===== config.mk =====
export PLATFORM = sky130hd
export DESIGN_NAME = irq_ctrl
export DESIGN_NICKNAME = d
export VERILOG_FILES = /design/src/rtl/irq_ctrl.sv
export SDC_FILE = /design/constraint.sdc
export NUM_CORES = 1
export LEC_CHECK = 0
export CELL_PAD_IN_SITES_DETAIL_PLACEMENT = 1
export CELL_PAD_IN_SITES_GLOBAL_PLACEMENT = 1
export CORE_ASPECT_RATIO = 0.6
export CORE_UTILIZATION = 33
export CTS_BUF_LIST = sky130_fd_sc_hd__clkbuf_8 sky130_fd_sc_hd__clkbuf_16
export DETAILED_ROUTE_END_ITERATION = 8
export HOLD_SLACK_MARGIN = 0.02
export PLACE_DENSITY_LB_ADDON = 0.2
export RECOVER_POWER = 100
export REMOVE_ABC_BUFFERS = 1
export SYNTH_ARGS = -nofsm -noshare
export SYNTH_HDL_FRONTEND = slang
export SYNTH_SLANG_ARGS = --single-unit

===== constraint.sdc =====
create_clock -name clk -period 5.4 [get_ports clk]
set_input_delay 1.35 -clock clk [delete_from_list [all_inputs] [get_ports clk]]
set_output_delay 1.35 -clock clk [all_outputs]
set_load 0.03 [all_outputs]

===== src/rtl/irq_ctrl.sv =====
// irq_ctrl: edge-triggered interrupt controller with per-source payload capture,
// a pending/mask register pair and an IDLE -> DISPATCH -> SERVICE dispatch FSM.
// Optional build macro IRQ_ROUND_ROBIN_EN switches arbitration from fixed
// lowest-index priority to round-robin starting after the last dispatched id.
//
// Handshake: irq is a one-cycle pulse with irq_id/irq_data valid in that cycle
// (irq_id/irq_data then hold until the next dispatch); there is no ready, the
// consumer acknowledges completion of service with a one-cycle ret pulse.
module irq_ctrl #(
    parameter int NUM_SRC = 4,
    parameter int DATA_W  = 32,
    localparam int ID_W   = $clog2(NUM_SRC)
) (
    input  logic                      clk,
    input  logic                      rst,
    input  logic [NUM_SRC-1:0]        src_req,
    input  logic [NUM_SRC*DATA_W-1:0] src_data,
    input  logic                      mask_we,
    input  logic [NUM_SRC-1:0]        mask_wdata,
    input  logic                      stall,
    input  logic                      ret,
    output logic                      irq,
    output logic [ID_W-1:0]           irq_id,
    output logic [DATA_W-1:0]         irq_data,
    output logic                      in_service,
    output logic [NUM_SRC-1:0]        pending
);

    typedef enum logic [1:0] {
        IDLE     = 2'd0,
        DISPATCH = 2'd1,
        SERVICE  = 2'd2
    } state_t;

    state_t              state;
    logic [NUM_SRC-1:0]  req_q;
    logic [NUM_SRC-1:0]  pend_q;
    logic [NUM_SRC-1:0]  mask_q;
    logic                armed;
    logic [DATA_W-1:0]   data_q [NUM_SRC];

    logic [NUM_SRC-1:0]  edge_v;
    logic [NUM_SRC-1:0]  clr_v;
    logic [NUM_SRC-1:0]  kept_v;
    logic [NUM_SRC-1:0]  set_v;
    logic [NUM_SRC-1:0]  eligible;
    logic                win_found;
    logic [ID_W-1:0]     win_id;
    logic                start_dispatch;

    assign pending  = pend_q;
    assign eligible = pend_q & mask_q;
    assign start_dispatch = (state == IDLE) && !stall && win_found;

    // Rising-edge detect; 'armed' blanks the first cycle after reset so a level
    // still high across reset does not count as a new request.
    assign edge_v = src_req & ~req_q & {NUM_SRC{armed}};

    // Pending clear for the source being dispatched, then set-wins merge: an edge
    // lands only on a bit that stays clear after this cycle's clear.
    always_comb begin
        clr_v = '0;
        if (state == DISPATCH) begin
            clr_v[irq_id] = 1'b1;
        end
        kept_v = pend_q & ~clr_v;
        set_v  = edge_v & ~kept_v;
    end

`ifdef IRQ_ROUND_ROBIN_EN
    logic [ID_W-1:0] rr_ptr;

    // Round-robin search starting one past the last dispatched source.
    always_comb begin : rr_arb
        int          idx;
        logic [ID_W-1:0] idx_c;
        win_found = 1'b0;
        win_id    = '0;
        for (int k = 0; k < NUM_SRC; k++) begin
            idx = int'(rr_ptr) + 1 + k;
            if (idx >= NUM_SRC) begin
                idx = idx - NUM_SRC;
            end
            idx_c = ID_W'(idx);
            if (!win_found && eligible[idx_c]) begin
                win_found = 1'b1;
                win_id    = idx_c;
            end
        end
    end

    // Remember the last winner; reset value makes the first search start at 0.
    always_ff @(posedge clk) begin
        if (rst) begin
            rr_ptr <= ID_W'(NUM_SRC - 1);
        end else if (start_dispatch) begin
            rr_ptr <= win_id;
        end
    end
`else
    // Fixed priority: lowest eligible index wins.
    always_comb begin
        win_found = 1'b0;
        win_id    = '0;
        for (int i = NUM_SRC - 1; i >= 0; i--) begin
            if (eligible[ID_W'(i)]) begin
                win_found = 1'b1;
                win_id    = ID_W'(i);
            end
        end
    end
`endif

    // Request history, pending bits and per-source payload capture.
    always_ff @(posedge clk) begin
        if (rst) begin
            req_q  <= '0;
            armed  <= 1'b0;
            pend_q <= '0;
            for (int i = 0; i < NUM_SRC; i++) begin
                data_q[i] <= '0;
            end
        end else begin
            req_q  <= src_req;
            armed  <= 1'b1;
            pend_q <= kept_v | set_v;
            for (int i = 0; i < NUM_SRC; i++) begin
                if (set_v[i]) begin
                    data_q[i] <= src_data[i*DATA_W +: DATA_W];
                end
            end
        end
    end

    // Mask register; arbitration this cycle still sees the old value.
    always_ff @(posedge clk) begin
        if (rst) begin
            mask_q <= '1;
        end else if (mask_we) begin
            mask_q <= mask_wdata;
        end
    end

    // Dispatch FSM with registered outputs.
    always_ff @(posedge clk) begin
        if (rst) begin
            state      <= IDLE;
            irq        <= 1'b0;
            irq_id     <= '0;
            irq_data   <= '0;
            in_service <= 1'b0;
        end else begin
            case (state)
                IDLE: begin
                    if (start_dispatch) begin
                        state      <= DISPATCH;
                        irq        <= 1'b1;
                        irq_id     <= win_id;
                        irq_data   <= data_q[win_id];
                        in_service <= 1'b1;
                    end
                end
                DISPATCH: begin
                    state <= SERVICE;
                    irq   <= 1'b0;
                end
                SERVICE: begin
                    if (ret) begin
                        state      <= IDLE;
                        in_service <= 1'b0;
                    end
                end
                default: begin
                    state      <= IDLE;
                    irq        <= 1'b0;
                    in_service <= 1'b0;
                end
            endcase
        end
    end

endmodule


==> impl_metrics.tcl, run 1 <==
set metrics [dict create \
    synth_flop_cell "edfxtp_1" \
    ys_seq_elements 111 \
    dr_total_vias 3110 \
    grt_max_degree 36 \
    yosysMostFrequentCell "a21oi_1" \
    syn_to_final_growth_pct 38.5 \
    htreeDepth 3 \
    synth_area_leaders "edfxtp_1 45%, dfxtp_1 22%, and2_1 9.6%, a21oi_1 7.9%, o21ai_0 3.8%" \
    netlist_area_mm2 0.00424 \
    yosysTopAreaCell "edfxtp_1" \
    core-area_mm2 0.0123 \
    endpoint_kind "register" \
    clkLatencyLatePin_ns 0.34 \
    ff2ff_path_depth 4 \
    diodes 0 \
    synthCells 373 \
    min_to "irq" \
    drt_first_pass_iters 4 \
    pin_count 181 \
    fin_crit_ns 3.80 \
    worstReg2RegEnd "data_q[0][29]" \
    synth_top_area_share_pct 45.3 \
    post_cts_buffers 0 \
    rows 31 \
    hold_buffers 0 \
    tightestPinTransition_ns 1.61 \
    multiInputGateArea_mm2 0.00128 \
    start_util_pct 34.5 \
    drv_cap 2 \
    dieHeight_um 89.8 \
    status "finished, violations left" \
    reg2reg_slack_ns 2.85 \
    drt_iter0_markers 151 \
    p_per_area_mw_per_mm2 340 \
    avgSynthCellArea_um2 11.4 \
    place_congestion 0.677 \
    vias_per_cell 4.79 \
    clock-sinks 111 \
    seq_area_mm2 0.00286 \
    yosysWarnings 0 \
    io_buffers 112 \
    hold_start "irq" \
    hold_viol 0 \
    hp-class "register to register" \
    layout.nets 621 \
    vdd_ir_drop_max_uv 128 \
    start_kind "input pin" \
    worstPathCellList "dlygate4sd3_1, inv_1, nand2_2, clkbuf_2" \
    worst_ep_arrival_time_ns 3.77 \
    cellLeakagePower_nw 2.25 \
    drtAntennaViolNets 0 \
    max_slew_margin_pct -7.47 \
    r2r-start "state[0]" \
    cp_slowest_cell "dlygate4sd3_1" \
    yosys-top-cells-count "67 x a21oi_1, 65 x and2_1, 64 x edfxtp_1, 47 x dfxtp_1, 39 x nand2_1" \
    floorplan.die.width_um 148 \
    slew_violations 69 \
    die-area_mm2 0.0133 \
    grt_pass1_vias 3289 \
    totalNegativeSetupSlack_ns 0 \
    post-dp-hpwl_um 6960 \
    fin_hold_ws_ns 0.480 \
    antenna_found_initial 0 \
    grt_pass1_wl_um 17300 \
    wl_um 11100 \
    n_fill_cell 1310 \
    async_flop_share_pct 0 \
    path_class "input pin to register" \
    whs_path_depth 2 \
    drive_gt1_share_pct 4.96 \
    finClkSkew_ns 0.00305 \
    grt-ovfl-total 0 \
    fin_crit_sh_pct 70.4 \
    rsz0062_at_grt "false" \
    synth-edff-count 64 \
    required_ns 5.37 \
    avgRoutedWirePerCell_um 17.1 \
    tritoncts "yes" \
    cts_root_buffer "clkbuf_16" \
    cts_resized 0 \
    violations "max-capacitance violations, max-slew violations" \
    fmax_mhz 263 \
    crit_fanout 32 \
    synth_cell_types 27 \
    ys_seq_area_share_pct 67.6 \
    path_clk_slew_ns 0.07 \
    cts.path.max_buffers 2 \
    finalSetupViolCount 0 \
    crit_family "buffers and inverters" \
    crit_buf_inv 3 \
    track_usage_pct 17.5 \
    drcViolationCount 0 \
    cts_made_buffers 9 \
    max_stage_delay_ns 1.01 \
]
==> placed cells by master, fill, tap and decap left out, types with 3 or more instances in the layout <==
cell             count
a21oi_1             67
clkbuf_1             4
nor2_1               5
dlygate4sd3_1       41
nand2_1             37
and2_1              23
o21ai_0             32
and2_0              42
edfxtp_1            64
nor2b_1              5
clkbuf_16            9
bufinv_16            3
a31oi_1              3
nand3b_1             3
buf_4                4
dfxtp_1             47
inv_1                4
clkdlybuf4s50_1     71
==> power breakdown <==
group	total (mW)	internal (mW)	switching [mW]
clock network	0.743	0.460	0.283
logic	0.269	0.114	0.155
registers	0.983	0.957	0.0261
==> state kept, by name (all words and copies together), names as in the netlist <==
register	flops
irq	1
data_q	64
in_service	1
armed	1
irq_data	32
mask_q	1
state	2
req_q	4
pending	4
irq_id	1
==> kinds of logic (layout without fill, tap and decap cells) <==
group | count (synthesis) | in the layout | synth area share [%]
AND/OR/NAND/NOR | 124 | 124 | 16.0
flip-flops | 111 | 111 | 67.6
AO/OA/AOI/OAI | 108 | 108 | 13.5
buffers and inverters | 28 | 139 | 2.66
other | 1 | 1 | 0.0885
multiplexers | 1 | 1 | 0.236
==> through the flow <==
stage                     area, um^2  utilization, %  total power, mW  std cells  worst slack, ns
final                           5870            47.7             2.00        649             1.60
after CTS                       5890            47.9             2.03        649             1.98
after detailed placement        5550            45.2             1.29        634             1.60
after floorplan                 4140               -             1.13        348             2.28
after global placement          5550            45.2             1.28        634             1.57
after global routing            5870            47.7             2.08        649             1.36
==> cell type report <==
cell class	instances	share of cell area (%)
timing repair buffer	121	20.0
tap	165	3.52
clock buffer	10	4.07
sequential	111	48.8
inverter	3	0.192
multi-input combinational	234	21.8
clock inverter	5	1.66
==> worst reg2reg max path: stages (launching register included) <==
cell and delay (ns):
dfxtp_1 0.45, or3b_4 0.46, a211oi_4 0.24, clkbuf_1 0.99
and2_0 0.27
==> worst max path at each step <==
| stage | start | to | slack [ns] | cells after the start |
|---|---|---|---|---|
| after floorplan | stall | irq_data[29] | 2.28 | 3 |
| after global placement | rst | data_q[1][22] | 1.57 | 4 |
| after detailed placement | rst | data_q[1][22] | 1.60 | 4 |
| after CTS | rst | data_q[1][7] | 1.98 | 4 |
| after global routing | rst | data_q[1][7] | 1.36 | 4 |
| final | rst | data_q[1][22] | 1.60 | 4 |
==> metal layers <==
metal / GRT usage (%) / vias to the layer above / part of all wire (%) / wire length (um)
met3: 4.72 / 19 / 4.9 / 541
met1: 22.4 / 1508 / 47 / 5240
met2: 28.6 / 90 / 46 / 5140
met4: 5.84 / 0 / 1.6 / 176
met5: 0 / - / 0 / 0
li1: - / 1493 / - / -
(Power assumes the default switching activity.)
==> inputs of run 2 (changes only) <==
--- a/config.mk
+++ b/config.mk
@@ -8,7 +8,7 @@
 export CELL_PAD_IN_SITES_DETAIL_PLACEMENT = 1
 export CELL_PAD_IN_SITES_GLOBAL_PLACEMENT = 1
 export CORE_ASPECT_RATIO = 0.6
-export CORE_UTILIZATION = 33
+export CORE_UTILIZATION = 32
 export CTS_BUF_LIST = sky130_fd_sc_hd__clkbuf_8 sky130_fd_sc_hd__clkbuf_16
 export DETAILED_ROUTE_END_ITERATION = 8
 export HOLD_SLACK_MARGIN = 0.02
==> constraint.sdc (replaced) <==
create_clock -name clk -period 3.8 [get_ports clk]
set_input_delay 0.95 -clock clk [delete_from_list [all_inputs] [get_ports clk]]
set_output_delay 0.95 -clock clk [all_outputs]
set_load 0.03 [all_outputs]
==> run 2 against run 1 <==
The run now ends clean. Count of clock-buffer cells in the layout up 1. Critical path depth up 1. Power up 44%. Die area up 3.1%. Via count up 0.29%. Global-route usage down 0.32 points. Setup slack worse by 0.84 ns. Critical endpoint is now data_q[1][4]. Highest routed layer unchanged.
==> impl_metrics.tcl, run 2 (synthesized netlist as in run 1, its figures left out) <==
set metrics [dict create \
    mostFrequentLayoutCells "71 x clkdlybuf4s50_1, 67 x a21oi_1, 64 x edfxtp_1" \
    drt_iter0_markers 119 \
    drv_cap 0 \
    io_buffers 112 \
    fmax_mhz 329 \
    hp-class "register to register" \
    start_util_pct 32.9 \
    rsz0062_at_grt "false" \
    track_usage_pct 17.2 \
    clkLatencyLatePin_ns 0.35 \
    crit_fanout 18 \
    core-area_mm2 0.0129 \
    worstReg2RegEnd "data_q[0][31]" \
    multiInputGateArea_mm2 0.00127 \
    max_stage_delay_ns 0.82 \
    ff2ff_path_depth 4 \
    floorplan.die.width_um 151 \
    drtAntennaViolNets 0 \
    max_slew_margin_pct 12.6 \
    grt_pass1_wl_um 17500 \
    fin_cells 658 \
    hold_buffers 0 \
    syn_to_final_growth_pct 39.3 \
    vdd_ir_drop_max_uv 222 \
    diodes 0 \
    place_congestion 0.711 \
    pwr-share-seq_pct 48.5 \
    tritoncts "yes" \
    htreeDepth 3 \
    grt-ovfl-total 0 \
    layout.nets 624 \
    dieHeight_um 91.1 \
    cp_slowest_cell "a211oi_2" \
    rows 32 \
    path_class "input pin to register" \
    cellLeakagePower_nw 2.30 \
    endpoint_kind "register" \
    cts.path.max_buffers 2 \
    path_clk_slew_ns 0.07 \
    p_comb_share_pct 13.3 \
    grt_max_degree 36 \
    finalSetupViolCount 0 \
    drcViolationCount 0 \
    vias_per_cell 4.74 \
    finClkSkew_ns 0.00690 \
    antenna_found_initial 0 \
    reg2reg_slack_ns 1.30 \
    p_sw_mw 0.674 \
    worstPathCellList "dlygate4sd3_1, clkbuf_1, a211oi_2, buf_4, and2_1" \
    grt_pass1_vias 3371 \
    cts_resized 0 \
    post_cts_buffers 0 \
    tightestPinTransition_ns 1.31 \
    clock-sinks 111 \
    fin_crit_ns 3.04 \
    totalNegativeSetupSlack_ns 0 \
    intPower_mw 2.20 \
    pin_count 181 \
    drt_first_pass_iters 4 \
    required_ns 4.01 \
    post-dp-hpwl_um 7190 \
    n_fill_cell 1404 \
    r2r-start "state[0]" \
    hold_start "pending[2]" \
    largest_reg_flops 64 \
    slew_violations 0 \
    start_kind "input pin" \
    fin_hold_ws_ns 0.469 \
    hold_viol 0 \
    fin_crit_sh_pct 80.1 \
    layout_commonest_cell "clkdlybuf4s50_1" \
    status "finished, final reports clean" \
    avgRoutedWirePerCell_um 16.8 \
    drive_gt1_share_pct 5.53 \
    p_per_area_mw_per_mm2 487 \
    whs_path_depth 2 \
    reg.largest.list "data_q: 64 flops, irq_data: 32 flops" \
    min_to "pending[2]" \
    wl_um 11100 \
    pwr-share-clk_pct 38.2 \
    die-area_mm2 0.0137 \
    dr_total_vias 3119 \
    cts_root_buffer "clkbuf_16" \
    seq_area_mm2 0.00286 \
    largest_register "data_q" \
    cts_made_buffers 9 \
    dp.cells 642 \
    switching_share_pct 23.4 \
    worst_ep_arrival_time_ns 3.25 \
]
run 2: cell count changes in the layout (fill, tap and decap cells not counted), sizes merged:
cell,change
clkinv,+1
clkbuf,+2
buf,+2
inv,-1
run 2: worst max path at each step:
stage,start,endpoint
3_3_place_gp,rst,data_q[0][28]
5_1_grt,rst,data_q[1][5]
2_1_floorplan,stall,irq_data[29]
6_report,rst,data_q[1][4]
3_5_place_dp,rst,data_q[1][20]
4_1_cts,rst,data_q[0][31]
run 2: routing by layer:
layer / GRT usage (%) / share of wire [%] / routed length, um / vias up
met5: 0 / 0 / 0 / -
met4: 4.80 / 1.1 / 121 / 0
met3: 3.77 / 4.1 / 456 / 10
met2: 28.6 / 47 / 5190 / 74
met1: 22.4 / 48 / 5290 / 1526
li1: - / - / - / 1509
run 2: stage by stage:
step	instance area, um^2	power (mW)	setup WS, ns	utilization (%)
2_1_floorplan	4140	1.60	1.08	-
4_1_cts	5940	2.93	1.20	46.1
3_3_place_gp	5580	1.82	0.829	43.3
3_5_place_dp	5580	1.83	0.856	43.3
6_report	5900	2.88	0.758	45.8
5_1_grt	5900	3.00	0.547	45.8
run 2: power by group through the flow:
stage / Sequential, mW / Combinational, mW / Clock [mW]
6_report: 1.40 / 0.383 / 1.10
3_5_place_dp: 1.42 / 0.404 / 0
5_1_grt: 1.41 / 0.416 / 1.17
2_1_floorplan: 1.49 / 0.115 / 0
3_3_place_gp: 1.42 / 0.396 / 0
4_1_cts: 1.40 / 0.407 / 1.13
run 2: cell type report:
class,instances,area share [%]
clock buffers,11,4.28
clock inverters,5,1.76
inverters,3,0.191
multi-input cells,234,21.6
flip-flops and latches,111,48.5
well taps,170,3.60
repair buffers,124,20.1
run 2: critical path: cells and delay by family:
family	cells	cell delay [ns]
AND/OR/NAND/NOR	1	0.17
buffers and inverters	3	1.30
AO/OA/AOI/OAI	1	0.82
